`config.mk`:
```
export PLATFORM = sky130hd
export DESIGN_NAME = seven_bit_cmp_ctrl
export DESIGN_NICKNAME = d
export VERILOG_FILES = /design/src/rtl/seven_bit_cmp_ctrl.sv
export SDC_FILE = /design/constraint.sdc
export NUM_CORES = 1
export LEC_CHECK = 0
export BUFFER_PORTS_ARGS = -buffer_cell sky130_fd_sc_hd__buf_2
export CAP_MARGIN = 20
export CORE_MARGIN = 3
export CORE_UTILIZATION = 35
export CTS_BUF_LIST = sky130_fd_sc_hd__clkbuf_8 sky130_fd_sc_hd__clkbuf_16
export DETAILED_ROUTE_END_ITERATION = 8
export SYNTH_ARGS = -nofsm -noshare
export SYNTH_HDL_FRONTEND = slang
export SYNTH_SLANG_ARGS = --single-unit
```
`constraint.sdc`:
```
create_clock -name clk -period 3.1 [get_ports clk]
set_clock_uncertainty 0.05 [all_clocks]
set_input_delay 0.31 -clock clk [delete_from_list [all_inputs] [get_ports clk]]
set_output_delay 0.31 -clock clk [all_outputs]
set_load 0.02 [all_outputs]
```
`src/rtl/seven_bit_cmp_ctrl.sv`:
```
// Pushbutton front-end and compare sequencer for the 7-bit magnitude comparator.
// Optional macro SEVEN_BIT_DEBOUNCE_EN inserts a per-button debounce counter after the synchroniser.
`timescale 1ns/1ps

module seven_bit_cmp_ctrl #(
    parameter int unsigned SYNC_STAGES     = 2,
    parameter int unsigned DEBOUNCE_CYCLES = 16
) (
    input  logic       clk,
    input  logic       rst_n,
    input  logic [3:0] y,
    input  logic       pb1,
    input  logic       pb2,
    input  logic       pb3,
    input  logic       pb4,
    input  logic       cmp_gt,
    input  logic       cmp_eq,
    input  logic       cmp_lt,
    output logic [6:0] a_out,
    output logic [6:0] b_out,
    output logic       cmp_start,
    output logic       led0,
    output logic       led1,
    output logic       led2,
    output logic       done
);

    typedef enum logic [1:0] {
        IDLE,
        COMPARE,
        LATCH,
        SHOW
    } state_e;

    if (SYNC_STAGES < 2 || DEBOUNCE_CYCLES < 1) begin : g_bad_params
        $error("seven_bit_cmp_ctrl: SYNC_STAGES must be >= 2 and DEBOUNCE_CYCLES >= 1");
    end

    logic [3:0] pb_pin;
    logic [3:0] sync_q [SYNC_STAGES];
    logic [3:0] lvl;
    logic [3:0] lvl_prev_q;
    logic [3:0] ev_q;
    logic       ev_any;

    assign pb_pin = {pb4, pb3, pb2, pb1};

    always_ff @(posedge clk or negedge rst_n) begin
        if (!rst_n) begin
            for (int unsigned i = 0; i < SYNC_STAGES; i++) begin
                sync_q[i] <= '0;
            end
        end else begin
            sync_q[0] <= pb_pin;
            for (int unsigned i = 1; i < SYNC_STAGES; i++) begin
                sync_q[i] <= sync_q[i-1];
            end
        end
    end

`ifdef SEVEN_BIT_DEBOUNCE_EN
    localparam int unsigned CNT_W = (DEBOUNCE_CYCLES > 1) ? $clog2(DEBOUNCE_CYCLES) : 1;
    localparam logic [CNT_W-1:0] CNT_LAST = CNT_W'(DEBOUNCE_CYCLES - 1);

    logic [3:0]       deb_q;
    logic [CNT_W-1:0] cnt_q [4];

    // Level flips on the DEBOUNCE_CYCLES-th consecutive differing sample; any agreement reloads.
    always_ff @(posedge clk or negedge rst_n) begin
        if (!rst_n) begin
            deb_q <= '0;
            for (int unsigned n = 0; n < 4; n++) begin
                cnt_q[n] <= '0;
            end
        end else begin
            for (int unsigned n = 0; n < 4; n++) begin
                if (sync_q[SYNC_STAGES-1][n] == deb_q[n]) begin
                    cnt_q[n] <= '0;
                end else if (cnt_q[n] == CNT_LAST) begin
                    deb_q[n] <= sync_q[SYNC_STAGES-1][n];
                    cnt_q[n] <= '0;
                end else begin
                    cnt_q[n] <= cnt_q[n] + 1'b1;
                end
            end
        end
    end

    assign lvl = deb_q;
`else
    assign lvl = sync_q[SYNC_STAGES-1];
`endif

    always_ff @(posedge clk or negedge rst_n) begin
        if (!rst_n) begin
            lvl_prev_q <= '0;
            ev_q       <= '0;
        end else begin
            lvl_prev_q <= lvl;
            ev_q       <= lvl & ~lvl_prev_q;
        end
    end

    assign ev_any = |ev_q;

    logic [6:0] a_q, a_d;
    logic [6:0] b_q, b_d;
    logic [3:0] loaded_q, loaded_d;

    always_comb begin
        a_d = a_q;
        b_d = b_q;
        if (ev_q[0]) a_d[3:0] = y;
        if (ev_q[1]) a_d[6:4] = y[2:0];
        if (ev_q[2]) b_d[3:0] = y;
        if (ev_q[3]) b_d[6:4] = y[2:0];
        loaded_d = loaded_q | ev_q;
    end

    always_ff @(posedge clk or negedge rst_n) begin
        if (!rst_n) begin
            a_q      <= '0;
            b_q      <= '0;
            loaded_q <= '0;
        end else begin
            a_q      <= a_d;
            b_q      <= b_d;
            loaded_q <= loaded_d;
        end
    end

    state_e     state_q, state_d;
    logic       pend_q, pend_d;
    logic [2:0] leds_q, leds_d;
    logic       done_q, done_d;

    always_ff @(posedge clk or negedge rst_n) begin
        if (!rst_n) begin
            state_q <= IDLE;
        end else begin
            state_q <= state_d;
        end
    end

    always_comb begin
        state_d = state_q;
        case (state_q)
            IDLE:    if (loaded_d == 4'hF) state_d = COMPARE;
            COMPARE: state_d = LATCH;
            LATCH:   state_d = SHOW;
            SHOW:    if (ev_any || pend_q) state_d = COMPARE;
            default: state_d = IDLE;
        endcase
    end

    // LED registers capture on the COMPARE->LATCH edge so the result is visible during LATCH.
    always_comb begin
        cmp_start = (state_q == COMPARE);
        pend_d    = pend_q;
        leds_d    = leds_q;
        done_d    = done_q;
        case (state_q)
            COMPARE: begin
                leds_d = {cmp_gt, cmp_eq, cmp_lt};
                done_d = 1'b1;
                if (ev_any) pend_d = 1'b1;
            end
            LATCH: begin
                if (ev_any) pend_d = 1'b1;
            end
            SHOW: begin
                if (state_d == COMPARE) begin
                    done_d = 1'b0;
                    pend_d = 1'b0;
                end
            end
            default: ;
        endcase
    end

    always_ff @(posedge clk or negedge rst_n) begin
        if (!rst_n) begin
            pend_q <= 1'b0;
            leds_q <= '0;
            done_q <= 1'b0;
        end else begin
            pend_q <= pend_d;
            leds_q <= leds_d;
            done_q <= done_d;
        end
    end

    assign a_out              = a_q;
    assign b_out              = b_q;
    assign {led0, led1, led2} = leds_q;
    assign done               = done_q;

endmodule

```
* After elaboration in Yosys (flattened, before gate mapping)
Index checks and enable logic that the tools add are counted.
Word-level totals: flip-flop bits (word level) 41, output and inout bits 19, logic and storage cells 38
Operators by class: equality and inequality tests 7, mux-type cells 7, bitwise operators 3, reductions and logical operators 8
Operators with widths (count):
- 2-bit one-hot mux with 4 select lines | 1
- 4-bit bitwise AND | 1
- 2-bit by 1-bit equality test with 1-bit output (second input constant) | 2
- 2-bit equality test (second input constant) | 2
- 4-bit equality test (second input constant) | 1
- 2-bit 2-to-1 mux | 2
- 4-bit inverter | 1
- 4-bit bitwise OR | 1
- 1-bit one-hot mux with 2 select lines | 2
- 2-bit nonzero test | 2
- 4-bit OR reduction | 1
- 3-bit AND reduction | 1
- 2-bit logical NOT | 1
- 1-bit 2-to-1 mux | 2
- 2-bit by 1-bit inequality test with 1-bit output (second input constant) | 1
- 2-bit inequality test (second input constant) | 1
- 2-bit AND reduction | 1
- 2-bit OR reduction | 1
- 1-bit logical OR | 1

* Depth between registers and ports, before layout
Gate-level depths: netlist of the first run.
depth in word-level cells 7, gate-level depth with buffers 5, mapped depth without buffers 5

* Worst setup path before layout of the first run
Ideal clock, no wire load.
kind reg-to-reg, start register state_q[1], end register pend_q, arrival 1298 ps, setup slack 1631 ps, cell stages (with the launch flop) 5, buffers on the path 0, cells stage by stage dfrtp_1 > inv_1 > ha_1 > a2111o_1 > a22o_1
On the way: word-level cells in the longest chain between the ends 5, elaborated cells on any way between the ends 14
Ends and longest elaborated chain:
- from (decl) | RTL line 132 | state_e state_q, state_d;
- from (signal assigned) | RTL line 141 | state_q <= state_d;
- 2-bit by 1-bit equality test with 1-bit output *
- net cmp_start | RTL line 21 | output logic cmp_start,
- 2-bit one-hot mux with 4 select lines | RTL line 147 | case (state_q)
- 2-bit by 1-bit equality test with 1-bit output | RTL line 172 | if (state_d == COMPARE) begin
- 2-bit inequality test (no line)
- 3-bit AND reduction (no line)
- to (signal assigned) | RTL line 187 | pend_q <= pend_d;
- to (decl) | RTL line 133 | logic pend_q, pend_d;
The timed path passes the listed nets; every way through them passes the cells marked *. A chain may end at the register's enable or synchronous reset.

* Final worst setup path of the first run
start register state_q[1], end output cmp_start
On the way: word-level cells in the longest chain between the ends 1
Ends and longest elaborated chain:
- 2-bit by 1-bit equality test with 1-bit output | RTL line 158 | cmp_start = (state_q == COMPARE);
- to (decl) | RTL line 21
Every way passes these cells.

==> results of run 1 <==
==> synth_stat cells <==
cell	instances
o221ai_1	1
o32a_1	1
buf_2	2
inv_1	3
a2bb2oi_1	1
ha_1	4
or2_2	4
a31oi_1	1
nor4_2	1
mux2_2	17
nor2b_1	4
o21ai_0	2
nor2_1	1
nor4bb_1	1
o22ai_1	2
a2111o_1	1
dfrtp_1	41
a22o_1	1
a21oi_1	2
==> worst paths after layout <==
| check | cells past startpoint | to | slack [ps] |
|---|---|---|---|
| max in group asynchronous | 1 | b_out[2] | 2370 |
| min reg2reg | 0 | lvl[3] | 300 |
| min in group asynchronous | 1 | b_out[3] | 80 |
| min | 1 | sync_q[7] | 70 |
| max reg2reg | 5 | state_q[1] | 1570 |
| max | 3 | cmp_start | 1370 |
==> per-stage QoR <==
step / instances / util [%] / setup WS [ps] / hold slack, ps
floorplan: 90 / - / 1631 / -35.59
global placement: 167 / 43.30 / 1651 / 283.5
detailed placement: 167 / 43.30 / 1601 / 285.6
CTS: 175 / 46.44 / 1365 / 59.24
global route: 175 / 46.44 / 1268 / 50.30
finish: 175 / 46.44 / 1370 / 70.43
==> registers in the layout, indices dropped and copies added (netlist names) <==
| name | flops |
|---|---|
| done | 1 |
| leds_q | 3 |
| pend_q | 1 |
| a_out | 7 |
| ev_q | 4 |
| state_q | 2 |
| sync_q | 4 |
| b_out | 7 |
| loaded_q | 4 |
| lvl | 4 |
| lvl_prev_q | 4 |
==> final cells by class <==
class | count | area (um^2) | share of cell area [%]
Sequential cell | 41 | 1026 | 57.75
Multi-Input combinational cell | 44 | 404.1 | 22.75
Timing Repair Buffer | 31 | 155.1 | 8.732
Clock buffer | 6 | 82.58 | 4.648
Tap cell | 48 | 60.06 | 3.380
Clock inverter | 2 | 37.54 | 2.113
Inverter | 3 | 11.26 | 0.6338
==> logic make-up (layout without fill, tap and decap cells) <==
| family | Yosys count | count (layout) | share of synthesized area, % |
|---|---|---|---|
| AND/OR/NAND/NOR | 11 | 11 | 5.258 |
| flip-flops | 41 | 41 | 70.69 |
| AO/OA/AOI/OAI | 12 | 12 | 5.949 |
| multiplexers | 17 | 17 | 13.19 |
| adder cells (fa/ha/maj) | 4 | 4 | 3.448 |
| buffers and inverters | 5 | 42 | 1.465 |
==> power by group through the flow <==
stage,logic (mW),registers [mW],clock network (mW)
after global placement,0.365,0.675,0
after detailed placement,0.380,0.679,0
after floorplan,0.200,0.736,0
after global routing,0.413,0.683,0.481
after CTS,0.383,0.669,0.454
final,0.381,0.669,0.437
==> layer usage <==
layer	vias up	GRT usage (%)	wire, um
met5	-	0	0
met4	0	4.681	46
met3	8	5.324	156
met2	24	17.57	1240
met1	414	13.17	970
li1	388	-	-
==> impl_metrics.py, run 1 <==
metrics = {
    "final_layout": {
        "finalInstanceArea_um2": 1777,
        "finalNetCount": 143,
        "drive_gt1_share_pct": 48.03,
        "layout_commonest_cell": "dfrtp_1",
        "final_cell_mix": "dfrtp_1 (41), buf_2 (31), mux2_2 (17)",
        "areaGrowthSynthToFinish_pct": 22.41,
        "n_antenna_cell": 0,
        "fillerInstances": 328,
    },
    "critical_path": {
        "end_kind": "primary output",
        "r2r-start": "state_q[1]",
        "crit_start": "state_q[1]",
        "startpoint_type": "flop",
        "critPathKind": "reg -> out",
        "critPathArrivalTime_ps": 1370,
        "slowest_delay_ps": 420,
        "critPathSlowestCell": "dfrtp_1",
        "path_cells": "inv_1, ha_1, buf_2",
        "path_delay_family": "flip-flops",
        "critPathBufInv": 2,
        "required_ps": 2740,
        "crit_fanout": 7,
    },
    "timing": {
        "relSlewSlack_pct": 42.03,
        "setup_viol": 0,
        "worstMarginPinSlew_ps": 869.5,
        "fmax_ghz": 0.5780,
        "period_share_pct": 55.81,
        "hold_violations": 0,
        "tns_ps": 0,
        "min_period_ps": 1730,
        "slew_viol_final": 0,
        "rsz0062_at_grt": "false",
    },
    "die": {
        "boundaryPins": 32,
        "die_w_um": 70.40,
        "core_um2": 3826,
        "fp.dieH_um": 70.40,
        "die-area_um2": 4955,
        "row_count": 22,
        "initial_core_util_pct": 37.93,
    },
    "global_route": {
        "grt_usage_pct": 11.23,
        "grt_pass1_wl_um": 4291,
        "grt_pass1_vias": 884,
        "grt_start_max_net_pins": 42,
        "grt-ovfl-total": 0,
        "antenna_found_initial": 0,
    },
    "outcome": {
        "status": "finished, final reports clean",
    },
    "place": {
        "portBuffers": 31,
        "gp_congestion": 0.8475,
        "place_area_um2": 1657,
        "dp.final_hpwl_um": 1710,
    },
    "clocking": {
        "cts_buffers": 5,
        "cts_htree_levels": 2,
        "clk_pin_slew_ps": 70,
        "clock-root-buffer": "clkbuf_8",
        "hold_buffers": 0,
        "postCtsResizedCells": 0,
        "clock-sinks": 41,
        "cts_setup_buffers": 0,
        "clkLatencyLatePin_ps": 290,
        "cts_max_path_buffers": 2,
        "cts_tree": "yes",
    },
    "synth": {
        "yosysTopAreaCellShare_pct": 70.69,
        "syn_avg_cell_area_um2": 16.13,
        "synth_fp_nets": 107,
        "synth_area_leaders": "dfrtp_1 (71%), mux2_2 (13%), ha_1 (3.4%)",
        "yosys_warnings": 0,
        "syn-instance-count": 90,
        "yosysUniqueCellTypes": 19,
        "synth_top_area_cell": "dfrtp_1",
        "netlist_area_um2": 1451,
        "ys_seq_area_share_pct": 70.69,
        "ys_ff_latch": 41,
    },
    "detailed_routing": {
        "post_drt_wl_per_cell_um": 13.79,
        "routed_via_density": 4.766,
        "ant_nets": 0,
        "drc_errors": 0,
        "first_pass_iters": 5,
        "wirelength_um": 2413,
        "num_vias": 834,
        "drtIter0Drc": 15,
    },
    "power": {
        "peakVddDrop_v": 0.0003430,
        "power_leakage_nw": 0.8000,
        "power.internal_mw": 1.047,
        "sw_frac_of_total_pct": 29.65,
        "switchingPower_uw": 441.2,
        "p_total_mw": 1.488,
        "pwr-share-comb_pct": 25.6,
        "power.clock.fraction_pct": 29.4,
        "p_seq_share_pct": 45.0,
        "power_density_nw_per_um2": 837.4,
    },
    "min_path": {
        "hp-class": "in -> reg",
        "min_from": "pb4",
    },
    "run": {
        "drv_cap": 0,
    },
}
Note: power is estimated with default switching activity, not from simulation.
==> run 2, diff against run 1 <==
--- a/config.mk
+++ b/config.mk
@@ -5,6 +5,7 @@
 export SDC_FILE = /design/constraint.sdc
 export NUM_CORES = 1
 export LEC_CHECK = 0
+export ABC_AREA = 1
 export BUFFER_PORTS_ARGS = -buffer_cell sky130_fd_sc_hd__buf_2
 export CAP_MARGIN = 20
 export CORE_MARGIN = 3
==> constraint.sdc (replaced) <==
create_clock -name clk -period 1.8 [get_ports clk]
set_clock_uncertainty 0.05 [all_clocks]
set_input_delay 0.18 -clock clk [delete_from_list [all_inputs] [get_ports clk]]
set_output_delay 0.18 -clock clk [all_outputs]
set_load 0.02 [all_outputs]
==> impl_metrics.py, run 2 <==
metrics = {
    "die": {
        "fp.dieH_um": 71.36,
        "die-area_um2": 5092,
        "die_w_um": 71.36,
        "core_um2": 4058,
        "row_count": 23,
        "boundaryPins": 32,
        "initial_core_util_pct": 36.85,
    },
    "synth": {
        "async_flop_share_pct": 100.0,
        "syn_avg_cell_area_um2": 11.87,
        "synth_fp_nets": 143,
        "yosysUniqueCellTypes": 15,
        "synth_area_leaders": "dfrtp_1 (69%), mux2_2 (7.5%), nand2_1 (6.5%)",
        "netlist_area_um2": 1495,
        "ys_ff_latch": 41,
        "synth_top_area_cell": "dfrtp_1",
        "ys_seq_area_share_pct": 68.62,
        "syn-instance-count": 126,
        "synth.most_common_cell": "dfrtp_1",
        "netlist_top_cells_count": "dfrtp_1 (41), nand2_1 (26), inv_1 (17)",
        "yosysTopAreaCellShare_pct": 68.62,
        "yosys_warnings": 0,
        "synthFlopType": "dfrtp_1",
        "synth_edf_count": 0,
    },
    "critical_path": {
        "required_ps": 1570,
        "crit_fanout": 6,
        "critPathArrivalTime_ps": 1330,
        "rr_worst_depth": 8,
        "r2r_end": "done",
        "rrSetupSlack_ps": 330,
        "end_kind": "primary output",
        "critPathKind": "reg -> out",
        "startpoint_type": "flop",
        "r2r-start": "state_q[1]",
    },
    "clocking": {
        "clkLatencyLatePin_ps": 290,
        "clock-root-buffer": "clkbuf_8",
        "clock-sinks": 41,
        "cts_max_path_buffers": 2,
        "cts_tree": "yes",
        "clk_pin_slew_ps": 80,
        "cts_htree_levels": 2,
        "cts_setup_buffers": 0,
        "cts_buffers": 5,
    },
    "detailed_routing": {
        "num_vias": 956,
        "first_pass_iters": 4,
        "post_drt_wl_per_cell_um": 12.15,
        "drc_errors": 0,
        "drtIter0Drc": 67,
        "wirelength_um": 2698,
        "ant_nets": 0,
        "routed_via_density": 4.306,
    },
    "global_route": {
        "grt_start_max_net_pins": 27,
        "grt_pass1_vias": 959,
        "grt_usage_pct": 11.36,
        "busiest_layer": "met2",
        "gr-usage-met3_pct": 4.488,
        "grt.met2_usage_pct": 19.80,
        "met1_usage_pct": 12.09,
        "grt-ovfl-total": 0,
        "grt_pass1_wl_um": 4388,
        "antenna_found_initial": 0,
    },
    "place": {
        "gp_congestion": 0.7531,
        "portBuffers": 31,
        "dp.final_hpwl_um": 2031,
    },
    "timing": {
        "worstMarginPinSlew_ps": 574.5,
        "period_share_pct": 86.47,
        "slew_viol_final": 0,
        "fmax_ghz": 0.6425,
        "min_period_ps": 1557,
        "relSlewSlack_pct": 61.70,
        "tns_ps": 0,
        "hold_violations": 0,
        "rsz0062_at_grt": "false",
        "setup_viol": 0,
    },
    "final_layout": {
        "layout_commonest_cell": "dfrtp_1",
        "drive_gt1_share_pct": 34.88,
        "n_antenna_cell": 0,
        "finalNetCount": 188,
        "final_cell_mix": "dfrtp_1 (41), buf_2 (31), nand2_1 (26)",
        "areaGrowthSynthToFinish_pct": 24.94,
    },
    "min_path": {
        "worstHoldPathCells": 3,
        "hp-class": "in -> reg",
        "holdPathEnd": "a_out[3]",
        "min_from": "y[3]",
    },
    "outcome": {
        "status": "finished, final reports clean",
    },
    "power": {
        "power_density_nw_per_um2": 1282,
        "power_leakage_nw": 0.9378,
        "peakVddDrop_v": 0.0005494,
        "p_total_mw": 2.394,
    },
    "run": {
        "drv_cap": 0,
    },
}
==> run 2: cell count changes after synthesis, sizes merged, moves of 2 or more <==
| cell | previous run | this run |
|---|---|---|
| buf | 2 | 0 |
| nor2 | 1 | 17 |
| nand2 | 0 | 28 |
| or2 | 4 | 0 |
| nor2b | 4 | 0 |
| o22ai | 2 | 0 |
| nand3 | 0 | 4 |
| inv | 3 | 17 |
| mux2 | 17 | 10 |
==> run 2: logic make-up (layout without fill, tap and decap cells) <==
group | count (synthesis) | count (layout) | share of synthesized area (%)
AOI/OAI and AO/OA | 5 | 5 | 2.091
DFF | 41 | 41 | 68.62
adders and majority gates | 4 | 4 | 3.347
buffers and inverters | 17 | 63 | 4.268
and+or+nand+nor | 49 | 49 | 14.14
muxes | 10 | 10 | 7.532
==> run 2: critical path, stage by stage (launching register included) <==
cell and delay (ps):
dfrtp_1 440, inv_1 100, ha_1 290, buf_2 210
==> run 2: how the worst max path moves through the flow <==
stage	from	end	cells past startpoint
after global routing	state_q[1]	cmp_start	3
after global placement	state_q[1]	pend_q	8
after CTS	state_q[1]	cmp_start	3
final	state_q[1]	cmp_start	3
after detailed placement	state_q[1]	done	8
after floorplan	state_q[1]	leds_q[0]	3
==> run 2: stage by stage <==
stage	setup slack, ps	instance area (um^2)	utilization [%]	hold WS, ps	std cells
after global placement	471.8	1728	42.58	145.8	209
after global routing	180.0	1868	46.04	53.64	222
final	243.5	1868	46.04	56.72	222
after floorplan	433.8	1495	-	-165.6	126
after detailed placement	369.3	1728	42.58	158.2	209
after CTS	241.4	1868	46.04	42.82	222
==> run 2: area by class of cell <==
class,instances,area (um^2)
tap,50,62.56
fill,366,2190
multi-input combinational,68,405.4
inverter,17,63.81
clock inverter,3,21.27
timing repair buffer,38,220.2
clock buffer,5,68.82
sequential,41,1026
==> run 2: where the power goes <==
part | switching, mW | internal [mW] | total, mW | leakage [nW]
clock network | 0.314 | 0.275 | 0.589 | 0.0445
logic | 0.406 | 0.255 | 0.661 | 0.420
registers | 0.0867 | 1.06 | 1.14 | 0.473
total | 0.807 | 1.59 | 2.39 | 0.938
==> run 2: timing repair <==
action | 4_1_cts | 5_1_grt
resized for setup | 0 | 0
hold endpoints to repair | 28 | 0
hold buffers | 5 | 0
setup endpoints to repair | 0 | 0
==> run 2: metal layers <==
metal	vias to the layer above	wire (um)
met2	12	1504
met5	-	0
li1	473	-
met3	4	90
met4	0	29
met1	467	1074
==> run 3, diff against run 2 <==
==> constraint.sdc (replaced) <==
create_clock -name clk -period 1.7 [get_ports clk]
set_clock_uncertainty 0.05 [all_clocks]
set_input_delay 0.17 -clock clk [delete_from_list [all_inputs] [get_ports clk]]
set_output_delay 0.17 -clock clk [all_outputs]
set_load 0.02 [all_outputs]
==> impl_metrics.py, run 3 (synthesis results as in run 2) <==
metrics = {
    "power": {
        "peakVddDrop_v": 0.0007520,
        "power_density_nw_per_um2": 1423,
        "power_leakage_nw": 0.9511,
    },
    "clocking": {
        "clk_pin_slew_ps": 80,
        "clkLatencyLatePin_ps": 280,
        "cts_buffers": 5,
        "clock-root-buffer": "clkbuf_8",
        "cts_tree": "yes",
        "cts_htree_levels": 2,
        "cts_max_path_buffers": 2,
        "clock-sinks": 41,
    },
    "final_layout": {
        "finalNetCount": 187,
        "final_cell_mix": "dfrtp_1 (41), buf_2 (31), nand2_1 (26)",
        "drive_gt1_share_pct": 33.92,
        "layout_commonest_cell": "dfrtp_1",
        "utilization_pct": 46.50,
        "seq_area_um2": 1026,
        "multi_input_area_um2": 405.4,
        "n_antenna_cell": 0,
        "areaGrowthSynthToFinish_pct": 26.19,
        "fillerInstances": 356,
    },
    "timing": {
        "relSlewSlack_pct": 66.94,
        "period_share_pct": 91.05,
        "slew_viol_final": 0,
        "fmax_ghz": 0.6461,
        "worstMarginPinSlew_ps": 495.9,
        "hold_violations": 0,
        "rsz0062_at_grt": "false",
        "min_period_ps": 1548,
        "setup_viol": 0,
        "tns_ps": 0,
    },
    "global_route": {
        "grt_pass1_vias": 1001,
        "grt_start_max_net_pins": 42,
        "grt_pass1_wl_um": 4409,
        "grt_usage_pct": 10.98,
        "antenna_found_initial": 0,
        "grt-ovfl-total": 0,
    },
    "critical_path": {
        "startpoint_type": "flop",
        "critPathArrivalTime_ps": 1330,
        "crit_fanout": 6,
        "end_kind": "primary output",
        "critPathKind": "reg -> out",
        "required_ps": 1480,
    },
    "detailed_routing": {
        "ant_nets": 0,
        "first_pass_iters": 4,
        "num_vias": 961,
        "drtIter0Drc": 48,
        "wirelength_um": 2529,
        "drc_errors": 0,
        "routed_via_density": 4.348,
        "post_drt_wl_per_cell_um": 11.44,
    },
    "die": {
        "core_um2": 4058,
        "boundaryPins": 32,
        "fp.dieH_um": 71.36,
        "die-area_um2": 5092,
        "initial_core_util_pct": 36.85,
        "die_w_um": 71.36,
        "row_count": 23,
    },
    "place": {
        "dp.final_hpwl_um": 1845,
        "portBuffers": 31,
        "gp_congestion": 0.7234,
    },
    "outcome": {
        "status": "finished, final reports clean",
    },
    "min_path": {
        "hp-class": "in -> reg",
    },
    "run": {
        "drv_cap": 0,
    },
}
run 3: final timing paths:
path | startpoint | to | slack (ps) | cells past startpoint
max | state_q[1] | cmp_start | 150 | 3
min in group asynchronous | rst_n | done | 400 | 3
min | y[3] | a_out[3] | 50 | 3
max in group asynchronous | rst_n | lvl_prev_q[2] | 840 | 3
max reg2reg | state_q[0] | done | 270 | 8
min reg2reg | sync_q[5] | lvl[1] | 300 | 0
run 3: layer usage:
metal | GRT usage (%) | vias up | wire, um
met5 | 0 | - | 0
met4 | 4.593 | 0 | 39
met3 | 3.226 | 4 | 97
met2 | 19.69 | 19 | 1350
met1 | 12.03 | 467 | 1042
li1 | - | 471 | -
run 3: where the power goes:
part           switching, mW  internal, mW  leakage (nW)
combinational          0.419         0.268         0.416
sequential            0.0957          1.12         0.473
clock                  0.310         0.472        0.0626
run 3: worst max-delay path: stages, from the launching register on:
cell     delay [ps]
dfrtp_1         440
inv_1           100
ha_1            290
buf_2           210
run 3: final cells by class:
| cell class | instances | share of cell area [%] |
|---|---|---|
| sequential | 41 | 54.38 |
| multi-input combinational | 68 | 21.49 |
| timing repair buffer | 37 | 11.27 |
| clock buffer | 6 | 4.377 |
| inverter | 17 | 3.382 |
| tap | 50 | 3.316 |
| clock inverter | 2 | 1.790 |
run 3: stage by stage:
step | cells | power, mW | cell area [um^2] | worst slack [ps] | hold WS, ps
6_report | 221 | 2.686 | 1887 | 152.1 | 52.64
5_1_grt | 221 | 2.850 | 1887 | 84.56 | 57.25
4_1_cts | 221 | 2.701 | 1887 | 164.7 | 48.38
3_5_place_dp | 208 | 1.912 | 1720 | 299.1 | 211.5
3_3_place_gp | 208 | 1.874 | 1720 | 374.0 | 195.2
2_1_floorplan | 126 | 1.686 | 1495 | 333.8 | -175.6
run 3: repair_timing:
action,in CTS,in global routing
buffers inserted,0,0
endpoints found under the hold margin,45,0
hold buffers,5,0
gates resized for setup,0,0
